===== src/rtl/iob_uart_driver_if.sv =====
// iob_uart_driver_if: IOb request/response bus between the UART driver
// (manager) and the UART CSR block (subordinate).
// Handshake rules: a request transfers on a clock edge where iob_valid_o and
// iob_ready_i are both 1, and the manager holds addr/wdata/wstrb stable while
// iob_valid_o=1. Read data transfers on an edge where iob_rvalid_i and
// iob_rready_o are both 1.
interface iob_uart_driver_if #(
  parameter int ADDR_W = 1,
  parameter int DATA_W = 32
);
  logic                iob_valid_o;
  logic [ADDR_W-1:0]   iob_addr_o;
  logic [DATA_W-1:0]   iob_wdata_o;
  logic [DATA_W/8-1:0] iob_wstrb_o;
  logic                iob_ready_i;
  logic                iob_rvalid_i;
  logic [DATA_W-1:0]   iob_rdata_i;
  logic                iob_rready_o;

  modport master (
    output iob_valid_o, iob_addr_o, iob_wdata_o, iob_wstrb_o, iob_rready_o,
    input  iob_ready_i, iob_rvalid_i, iob_rdata_i
  );

  modport slave (
    input  iob_valid_o, iob_addr_o, iob_wdata_o, iob_wstrb_o, iob_rready_o,
    output iob_ready_i, iob_rvalid_i, iob_rdata_i
  );
endinterface


===== src/rtl/iob_uart_driver.sv =====
// iob_uart_driver: IOb manager that initialises a UART CSR block, then polls
// its status word and moves bytes between the tx/rx byte streams and the
// UART data register, one outstanding bus request at a time.
// Optional receive path: define IOB_UART_DRIVER_RX_EN. Without it the RXEN and
// RX_RD states do not exist, rxready is ignored and the rx outputs are 0.
// Byte stream handshakes: tx transfers on an edge with tx_valid_i=1 and
// tx_ready_o=1; rx transfers on an edge with rx_valid_o=1 and rx_ready_i=1.
// dbg_state_o exposes the current FSM state encoding.
module iob_uart_driver #(
  parameter int ADDR_W = 1,
  parameter int DATA_W = 32
) (
  input  logic             clk_i,
  input  logic             cke_i,
  input  logic             arst_n_i,
  input  logic             start_i,
  input  logic [15:0]      div_i,
  output logic             init_done_o,
  input  logic [7:0]       tx_data_i,
  input  logic             tx_valid_i,
  output logic             tx_ready_o,
  output logic [7:0]       rx_data_o,
  output logic             rx_valid_o,
  input  logic             rx_ready_i,
  iob_uart_driver_if.master iob,
  output logic [3:0]       dbg_state_o
);
  localparam int STRB_W = DATA_W / 8;

`ifdef IOB_UART_DRIVER_RX_EN
  typedef enum logic [3:0] {
    S_IDLE = 4'd0, S_SRST_SET = 4'd1, S_SRST_CLR = 4'd2, S_DIV = 4'd3,
    S_TXEN = 4'd4, S_RXEN = 4'd5, S_POLL = 4'd6, S_RX_RD = 4'd7, S_TX_WR = 4'd8
  } state_t;
`else
  typedef enum logic [3:0] {
    S_IDLE = 4'd0, S_SRST_SET = 4'd1, S_SRST_CLR = 4'd2, S_DIV = 4'd3,
    S_TXEN = 4'd4, S_POLL = 4'd6, S_TX_WR = 4'd8
  } state_t;
`endif

  state_t              r_state, w_state_nxt;
  logic                r_valid, w_valid_nxt;
  logic                r_rready, w_rready_nxt;
  logic [ADDR_W-1:0]   r_addr, w_addr_nxt, w_req_addr;
  logic [DATA_W-1:0]   r_wdata, w_wdata_nxt, w_req_wdata;
  logic [STRB_W-1:0]   r_wstrb, w_wstrb_nxt, w_req_wstrb;
  logic [15:0]         r_div, w_div_nxt;
  logic                r_init_done, w_init_done_nxt;
  logic                w_tx_ready;
  logic                w_unused;
`ifdef IOB_UART_DRIVER_RX_EN
  logic                r_rx_valid, w_rx_valid_nxt;
  logic [7:0]          r_rx_data, w_rx_data_nxt;
`endif

  // State register and all registered outputs; reset forces IDLE at once.
  always_ff @(posedge clk_i or negedge arst_n_i) begin
    if (!arst_n_i) begin
      r_state     <= S_IDLE;
      r_valid     <= 1'b0;
      r_rready    <= 1'b0;
      r_addr      <= '0;
      r_wdata     <= '0;
      r_wstrb     <= '0;
      r_div       <= '0;
      r_init_done <= 1'b0;
`ifdef IOB_UART_DRIVER_RX_EN
      r_rx_valid  <= 1'b0;
      r_rx_data   <= '0;
`endif
    end else begin
      r_state     <= w_state_nxt;
      r_valid     <= w_valid_nxt;
      r_rready    <= w_rready_nxt;
      r_addr      <= w_addr_nxt;
      r_wdata     <= w_wdata_nxt;
      r_wstrb     <= w_wstrb_nxt;
      r_div       <= w_div_nxt;
      r_init_done <= w_init_done_nxt;
`ifdef IOB_UART_DRIVER_RX_EN
      r_rx_valid  <= w_rx_valid_nxt;
      r_rx_data   <= w_rx_data_nxt;
`endif
    end
  end

  // Next state, bus request sequencing and byte stream handshakes.
  always_comb begin
    w_state_nxt     = r_state;
    w_valid_nxt     = r_valid;
    w_rready_nxt    = r_rready;
    w_addr_nxt      = r_addr;
    w_wdata_nxt     = r_wdata;
    w_wstrb_nxt     = r_wstrb;
    w_div_nxt       = r_div;
    w_init_done_nxt = r_init_done;
    w_tx_ready      = 1'b0;
`ifdef IOB_UART_DRIVER_RX_EN
    w_rx_valid_nxt  = r_rx_valid;
    w_rx_data_nxt   = r_rx_data;
`endif
    w_req_addr      = '0;
    w_req_wstrb     = '0;
    w_req_wdata     = '0;

    // Request each state issues; a zero strobe is a read.
    case (r_state)
      S_SRST_SET: begin w_req_wstrb = STRB_W'(4'b0001); w_req_wdata = DATA_W'(32'h1); end
      S_SRST_CLR: begin w_req_wstrb = STRB_W'(4'b0001); end
      S_DIV:      begin w_req_wstrb = STRB_W'(4'b1100); w_req_wdata = DATA_W'({r_div, 16'h0}); end
      S_TXEN:     begin w_req_addr = ADDR_W'(1); w_req_wstrb = STRB_W'(4'b0010); w_req_wdata = DATA_W'(32'h100); end
`ifdef IOB_UART_DRIVER_RX_EN
      S_RXEN:     begin w_req_addr = ADDR_W'(1); w_req_wstrb = STRB_W'(4'b0100); w_req_wdata = DATA_W'(32'h10000); end
      S_RX_RD:    begin w_req_addr = ADDR_W'(1); end
`endif
      S_TX_WR:    begin w_req_addr = ADDR_W'(1); w_req_wstrb = STRB_W'(4'b0001); w_req_wdata = DATA_W'(tx_data_i); end
      default:    ;
    endcase

    if (cke_i) begin
      if (r_state == S_IDLE) begin
        if (start_i) begin
          w_state_nxt = S_SRST_SET;
          w_div_nxt   = div_i;
        end
      end else if (!r_valid && !r_rready) begin
        // Nothing outstanding: launch this state's request.
        w_valid_nxt = 1'b1;
        w_addr_nxt  = w_req_addr;
        w_wdata_nxt = w_req_wdata;
        w_wstrb_nxt = w_req_wstrb;
      end else if (r_valid && iob.iob_ready_i) begin
        w_valid_nxt = 1'b0;
        if (r_wstrb == '0) begin
          w_rready_nxt = 1'b1;
        end else begin
          case (r_state)
            S_SRST_SET: w_state_nxt = S_SRST_CLR;
            S_SRST_CLR: w_state_nxt = S_DIV;
            S_DIV:      w_state_nxt = S_TXEN;
`ifdef IOB_UART_DRIVER_RX_EN
            S_TXEN:     w_state_nxt = S_RXEN;
            S_RXEN:     begin w_state_nxt = S_POLL; w_init_done_nxt = 1'b1; end
`else
            S_TXEN:     begin w_state_nxt = S_POLL; w_init_done_nxt = 1'b1; end
`endif
            S_TX_WR:    begin w_state_nxt = S_POLL; w_tx_ready = 1'b1; end
            default:    ;
          endcase
        end
      end else if (r_rready && iob.iob_rvalid_i) begin
        w_rready_nxt = 1'b0;
`ifdef IOB_UART_DRIVER_RX_EN
        if (r_state == S_RX_RD) begin
          w_rx_data_nxt  = iob.iob_rdata_i[7:0];
          w_rx_valid_nxt = 1'b1;
          w_state_nxt    = S_POLL;
        end else if (iob.iob_rdata_i[8] && !r_rx_valid) begin
          w_state_nxt = S_RX_RD;
        end else
`endif
        if (iob.iob_rdata_i[0] && tx_valid_i) begin
          w_state_nxt = S_TX_WR;
        end else begin
          w_state_nxt = S_POLL;
        end
      end
`ifdef IOB_UART_DRIVER_RX_EN
      // Consumer took the held byte; the holding register frees next cycle.
      if (r_rx_valid && rx_ready_i) begin
        w_rx_valid_nxt = 1'b0;
      end
`endif
    end
  end

  assign iob.iob_valid_o  = r_valid;
  assign iob.iob_addr_o   = r_addr;
  assign iob.iob_wdata_o  = r_wdata;
  assign iob.iob_wstrb_o  = r_wstrb;
  assign iob.iob_rready_o = r_rready;
  assign init_done_o      = r_init_done;
  assign tx_ready_o       = w_tx_ready;
  assign dbg_state_o      = r_state;
`ifdef IOB_UART_DRIVER_RX_EN
  assign rx_valid_o = r_rx_valid;
  assign rx_data_o  = r_rx_data;
  assign w_unused   = ^iob.iob_rdata_i[DATA_W-1:9];
`else
  assign rx_valid_o = 1'b0;
  assign rx_data_o  = 8'h00;
  assign w_unused   = ^{iob.iob_rdata_i[DATA_W-1:1], rx_ready_i};
`endif
endmodule


===== src/flat_wrapper.sv =====
// flat-port wrapper written by rule: the top's interface ports become plain ports
module iob_uart_driver_flat 
#(
  parameter int ADDR_W = 1,
  parameter int DATA_W = 32
)
  (clk_i, cke_i, arst_n_i, start_i, div_i, init_done_o, tx_data_i, tx_valid_i, tx_ready_o, rx_data_o, rx_valid_o, rx_ready_i, dbg_state_o, iob_iob_valid_o, iob_iob_addr_o, iob_iob_wdata_o, iob_iob_wstrb_o, iob_iob_rready_o, iob_iob_ready_i, iob_iob_rvalid_i, iob_iob_rdata_i);
  iob_uart_driver_if #(.ADDR_W(ADDR_W), .DATA_W(DATA_W)) iob_i ();
  input  logic clk_i;
  input  logic cke_i;
  input  logic arst_n_i;
  input  logic start_i;
  input  logic [15:0] div_i;
  output logic init_done_o;
  input  logic [7:0] tx_data_i;
  input  logic tx_valid_i;
  output logic tx_ready_o;
  output logic [7:0] rx_data_o;
  output logic rx_valid_o;
  input  logic rx_ready_i;
  output logic [3:0] dbg_state_o;
  output wire logic [$bits(iob_i.iob_valid_o)-1:0] iob_iob_valid_o;
  output wire logic [$bits(iob_i.iob_addr_o)-1:0] iob_iob_addr_o;
  output wire logic [$bits(iob_i.iob_wdata_o)-1:0] iob_iob_wdata_o;
  output wire logic [$bits(iob_i.iob_wstrb_o)-1:0] iob_iob_wstrb_o;
  output wire logic [$bits(iob_i.iob_rready_o)-1:0] iob_iob_rready_o;
  input wire logic [$bits(iob_i.iob_ready_i)-1:0] iob_iob_ready_i;
  input wire logic [$bits(iob_i.iob_rvalid_i)-1:0] iob_iob_rvalid_i;
  input wire logic [$bits(iob_i.iob_rdata_i)-1:0] iob_iob_rdata_i;
  assign iob_iob_valid_o = iob_i.iob_valid_o;
  assign iob_iob_addr_o = iob_i.iob_addr_o;
  assign iob_iob_wdata_o = iob_i.iob_wdata_o;
  assign iob_iob_wstrb_o = iob_i.iob_wstrb_o;
  assign iob_iob_rready_o = iob_i.iob_rready_o;
  assign iob_i.iob_ready_i = iob_iob_ready_i;
  assign iob_i.iob_rvalid_i = iob_iob_rvalid_i;
  assign iob_i.iob_rdata_i = iob_iob_rdata_i;
  iob_uart_driver #(.ADDR_W(ADDR_W), .DATA_W(DATA_W)) u_core (.clk_i(clk_i), .cke_i(cke_i), .arst_n_i(arst_n_i), .start_i(start_i), .div_i(div_i), .init_done_o(init_done_o), .tx_data_i(tx_data_i), .tx_valid_i(tx_valid_i), .tx_ready_o(tx_ready_o), .rx_data_o(rx_data_o), .rx_valid_o(rx_valid_o), .rx_ready_i(rx_ready_i), .iob(iob_i), .dbg_state_o(dbg_state_o));
endmodule

===== config.mk =====
export PLATFORM = sky130hd
export DESIGN_NAME = iob_uart_driver_flat
export DESIGN_NICKNAME = d
export VERILOG_FILES = /design/src/rtl/iob_uart_driver_if.sv /design/src/rtl/iob_uart_driver.sv /design/src/flat_wrapper.sv
export SDC_FILE = /design/constraint.sdc
export NUM_CORES = 1
export LEC_CHECK = 0
export ABC_AREA = 1
export BUFFER_PORTS_ARGS = -buffer_cell sky130_fd_sc_hd__buf_4
export CELL_PAD_IN_SITES_DETAIL_PLACEMENT = 1
export CELL_PAD_IN_SITES_GLOBAL_PLACEMENT = 1
export CORE_ASPECT_RATIO = 1.4
export CORE_MARGIN = 8
export CORE_UTILIZATION = 25
export CTS_CLUSTER_DIAMETER = 60
export DETAILED_ROUTE_END_ITERATION = 16
export GPL_ROUTABILITY_DRIVEN = 0
export PLACE_DENSITY = 0.72
export SLEW_MARGIN = 20
export SYNTH_ARGS = -nofsm -noshare
export SYNTH_HDL_FRONTEND = slang
export SYNTH_SLANG_ARGS = --single-unit
export TNS_END_PERCENT = 10

===== constraint.sdc =====
create_clock -name clk_i -period 1.3 [get_ports clk_i]
set_clock_uncertainty 0.05 [all_clocks]
set_input_delay 0.065 -clock clk_i [delete_from_list [all_inputs] [get_ports clk_i]]
set_output_delay 0.065 -clock clk_i [all_outputs]
set_load 0.005 [all_outputs]

# Yosys cells after proc, flatten, opt, wreduce, memory -nomap -nowiden
# Cells that the tools add are included.
# op_classes
muxes	22
reduce_logical	19
shift	0
n_lt_le_gt_ge	0
bitwise	3
n_mul	0
eq_ne	10
div_mod_pow	0
addsub	0
# ops
op	n
$pmux 32 s4	1
$mux 4	7
$pmux 4 s4	1
$mux 1	12
$pmux 4 s3	1
$reduce_and 6->1	2
$reduce_and 3->1	3
$eq 4x2->1 const B	2
$logic_not 4->1	2
$ne 6x5->1 const B	1
$reduce_and 5->1	1
$eq 4x1->1 const B	1
$eq 4x3->1 const B	1
$eq 4x4->1 const B	1
$logic_and 1x1->1	4
$ne 2x2->1 const B	2
$reduce_bool 2->1	2
$ne 3x2->1 const B	1
$not 1->1	3
$reduce_bool 3->1	1
$reduce_or 3->1	1
$logic_not 1->1	2
$ne 2x1->1 const B	1
$reduce_or 2->1	1
# totals
latchBits	0
mem_bits_rw	0
reg_bits	60
rom_bits	0
n_memories	0

# Logic depth before layout (Yosys ltp)
# depth
ltp_word	7
depth_mapped	9
mapped_depth_nobuf	9

# Worst setup path before layout
# Ideal clock, no wire load.
# synth_timing
path_type	register to register
startpoint	register u_core.r_state[0], in the netlist u_core.dbg_state_o[0]
endpoint	register u_core.r_state[2], in the netlist u_core.dbg_state_o[2]
setup_ns	0.116
n_path_buf	1
setup_slack_ns	-0.123
path_stages_with_launch	10
period_less_slack_ns	1.423
required_time_ns	1.134
arrival_ns	1.256
path_cell_list	dfrtp_1 > nor2_2 > buf_6 > nand2_2 > nand2_2 > nor2_2 > nand2_2 > nand3_2 > nand2_1 > nand2_1
# synth_via
elab_chain_len	7
word_cells_on_any_way	18
cone_classes	eq/ne (9); mux (5); reduce/logical (4)
# synth_lines
item	line_no	rtl
from (decl)	iob_uart_driver.sv:42	state_t r_state, w_state_nxt;
from (signal assigned)	iob_uart_driver.sv:73	r_state <= w_state_nxt;
$eq 4x3->1 or $eq 4x4->1 (tied branches)	iob_uart_driver.sv:138	case (r_state)
$reduce_or 2->1 (no line)	-	
$pmux 4 s4	iob_uart_driver.sv:138	
$mux 4	iob_uart_driver.sv:135	if (r_wstrb == '0) begin
$mux 4	iob_uart_driver.sv:133	end else if (r_valid && iob.iob_ready_i) begin
$mux 4	iob_uart_driver.sv:127	end else if (!r_valid && !r_rready) begin
$mux 4	iob_uart_driver.sv:122	if (r_state == S_IDLE) begin
# Parallel ways exist; a longest one is shown, timed or not. The select of a mux whose other input is x is not followed.
# A chain may end at the register's enable or synchronous reset.

# Worst setup path after layout
# layout_timing
startpoint	register u_core.r_state[2], in the netlist u_core.dbg_state_o[2]
endpoint	register u_core.r_state[1], in the netlist u_core.dbg_state_o[1]
# The elaborated chain is that of the path after synthesis.

==> summary.md <==
| Metric | Value |
|---|---|
| Endpoint kind of the worst setup timing path | `flip-flop` |
| Die Y | `134 um` |
| Total gr overflow | `0` |
| Class of the most critical hold timing path | `in -> reg` |
| Leak Pwr | `0.00208 uW` |
| Count of non-filler cells in the finished layout | `547` |
| Arrival time worst endpoint | `1640 ps` |
| Max clock buf depth | `2` |
| Worst hold slack | `-0.637 ps` |
| Post-Syn Area | `0.00249 mm2` |
| Syn-to-layout area delta | `61.3%` |
| Most used flip-flop cell after synthesis | `dfrtp_1` |
| Cell chosen for the clock root | `clkbuf_16` |
| Crit path max fanout | `6` |
| Worst skew pair latency | `290 ps` |
| Synthesis Warnings | `0` |
| Number of failing setup endpoints in the final timing report | `53` |
| Most used standard cell by instance count after synthesis | `nand2_1` |
| Inst Count DP | `511` |
| Mean Syn Cell Area | `8.84 um2` |
| Number of flops mapped to enable cells by yosys | `0` |
| Setup tns final | `-7510 ps` |
| Routed metal-1 wirelength | `3050 um` |
| Top post-synthesis cells by area | `dfrtp_1 (52%), nand2_1 (8.9%), buf_4 (5.1%)` |
| Dominant combinational cell family by area after synthesis | `simple AND/OR/NAND/NOR gates` |
| Global-route wire length before repair | `13400 um` |
| Post-detail-place hpwl | `5770 um` |
| Routed length on met2 | `4490 um` |
| FP Rows | `43` |
| Final slew viol count | `0` |
| Post-synthesis share of cell area spent on xor and xnor gates | `0` |
| DRC viols | `0` |
| Final core utilization | `0.411` |
| Fraction of the mapped netlist area in adder cells | `0` |
| Violated checks | `negative hold slack, negative setup slack` |
| CP Class | `reg -> reg` |
| Final #Nets | `476` |
| Clock-pin slew on the worst setup and hold paths | `70 ps` |
| Total number of clock tree sinks | `52` |
| Post-detailed-routing wire length | `7990 um` |
| Share of Yosys cell area claimed by the top area cell type | `0.522` |
| Share of synthesized area occupied by flip-flops and latches | `0.522` |
| Drt first-iter violations | `91` |
| Router iterations before antenna repair | `4` |
| Type of element launching the critical path | `flip-flop` |
| Die W | `100 um` |
| Critical path data required time | `1430 ps` |
| Fin crit share | `1.16` |
| R2r setup slk | `-210 ps` |
| Initial antenna violation count | `0` |
| Area share of and/or/nand/nor cells after synthesis | `0.230` |
| Maximum VDD drop | `601 uV` |
| Top post-synthesis cells by count | `nand2_1 (59), dfrtp_1 (52), nor2_1 (28)` |
| Overall global routing resource usage | `0.124` |
| Total Die Area | `0.0135 mm2` |
| Starting density of the core | `0.255` |
| Worst Slack Setup Final | `-213 ps` |
| Final critical-path required period | `1510 ps` |
| Number of endpoints with negative hold slack in the final report | `1` |
| Top layer reached by signal wires | `met4` |
| Wire length per cell | `14.6 um` |
| F_max | `0.661 GHz` |
| Number of global-route vias before repair | `2717` |
| Fraction of registers with async set or reset after synthesis | `1.00` |
| Worst slack after detailed placement | `-185 ps` |
| Number of vias per cell | `4.26` |
| Leading area contributor after synthesis | `dfrtp_1` |
| Largest net degree at the start of global routing | `33` |
| Power per unit of standard cell area | `2140 mW/mm2` |
| RSZ-0062 raised after global routing | `yes` |
| Met3 Wirelength | `361 um` |
| Max_cap viols | `0` |
| Multiplexer area fraction after synthesis | `0` |
| Post-synthesis instance total | `282` |
| Via count | `2330` |
| Residual antenna-violating net count after detailed routing | `0` |
| Top-level port count | `118` |
| Number of diodes added for antenna fixing | `0` |
| Synthesized-area fraction occupied by ao, oa, aoi and oai cells | `0.114` |
| Number of synthesized register bits | `52` |
| Number of buffers created by CTS | `5` |
| Clock tree from TritonCTS | `done` |
| Level count of the clock H-tree | `2` |
| Fraction of layout cells with a size suffix above 1 | `0.464` |
| Run status | `finished, violations left` |
| Core area | `0.00979 mm2` |
| Number of library cell types mapped by synthesis | `25` |
| IO Port Bufs | `69` |
==> per-stage QoR <==
step | power, uW | cell area, um2
after global routing | 9260 | 4020
after floorplan | 4560 | 2570
after CTS | 8460 | 3930
after global placement | 6380 | 3380
after detailed placement | 6530 | 3380
final | 8610 | 4020
==> per-layer routing <==
layer	vias up	GRT usage
met5	-	0
met4	0	0.0304
met3	7	0.0311
met2	49	0.236
met1	1164	0.131
li1	1110	-
==> state kept, by name, summed over array words and instances, names as in the netlist <==
name	count
u_core.iob.iob_addr_o	1
u_core.iob.iob_wdata_o	25
u_core.init_done_o	1
u_core.iob.iob_wstrb_o	3
u_core.iob.iob_valid_o	1
u_core.r_div	16
u_core.iob.iob_rready_o	1
u_core.dbg_state_o	4
==> where the power goes <==
| part | internal (uW) | switching (uW) | total [uW] |
|---|---|---|---|
| clock | 701 | 605 | 1310 |
| sequential | 2260 | 395 | 2650 |
| combinational | 2300 | 2350 | 4660 |
==> critical path, cell delays in order, from the launching register on <==
cell	delay [ps]
dfrtp_2	450
nor2_4	200
nand2_4	130
nand2_4	130
nand2_2	80
nor2_4	140
nand3_4	100
nand2_1	80
nand2_1	60
==> area by class of cell <==
class	instances	area (um2)
inverters	31	130
flip-flops and latches	52	1310
clock buffers	5	125
well taps	135	169
multi-input cells	189	1110
fillers	1171	5770
repair buffers	133	1170
clock inverters	2	12.5
==> path summary, 6_finish.rpt <==
check | startpoint | end | cells past startpoint
worst max-delay path | u_core.dbg_state_o[2]$_DFFE_PN0P_ | u_core.dbg_state_o[1]$_DFFE_PN0P_ | 8
worst min-delay path | div_i[2] | u_core.r_div[2]$_DFFE_PN0P_ | 3
worst max register to register | u_core.dbg_state_o[2]$_DFFE_PN0P_ | u_core.dbg_state_o[1]$_DFFE_PN0P_ | 8
worst min register to register | u_core.iob.iob_wdata_o[24]$_DFFE_PN0P_ | u_core.iob.iob_wdata_o[24]$_DFFE_PN0P_ | 2
max in group asynchronous | arst_n_i | u_core.r_div[11]$_DFFE_PN0P_ | 3
min in group asynchronous | arst_n_i | u_core.dbg_state_o[1]$_DFFE_PN0P_ | 2
==> layout by cell type (no fill, tap or decap), drive strengths merged, types with 2 or more instances in the layout <==
cell type,count
a21oi,18
buf,113
clkbuf,5
clkinv,3
conb,16
dfrtp,52
dlygate4sd3,20
inv,29
nand2,66
nand3,23
nor2,33
nor3,2
o21ai,29
==> what timing repair did <==
action,4_1_cts,5_1_grt
gates resized for setup,41,26
buffers inserted,5,3
cloned,1,0
hold endpoints to repair,71,0
setup endpoints to repair,53,53
pin swaps,18,5
hold buffers,20,0
==> cell families (layout without fill, tap and decap cells) <==
group,Yosys count,count (layout)
flip-flops,52,52
AND/OR/NAND/NOR,124,124
AO/OA/AOI/OAI,49,49
buffers and inverters,56,171
other,1,16
Note: power is estimated with default switching activity, not from simulation.
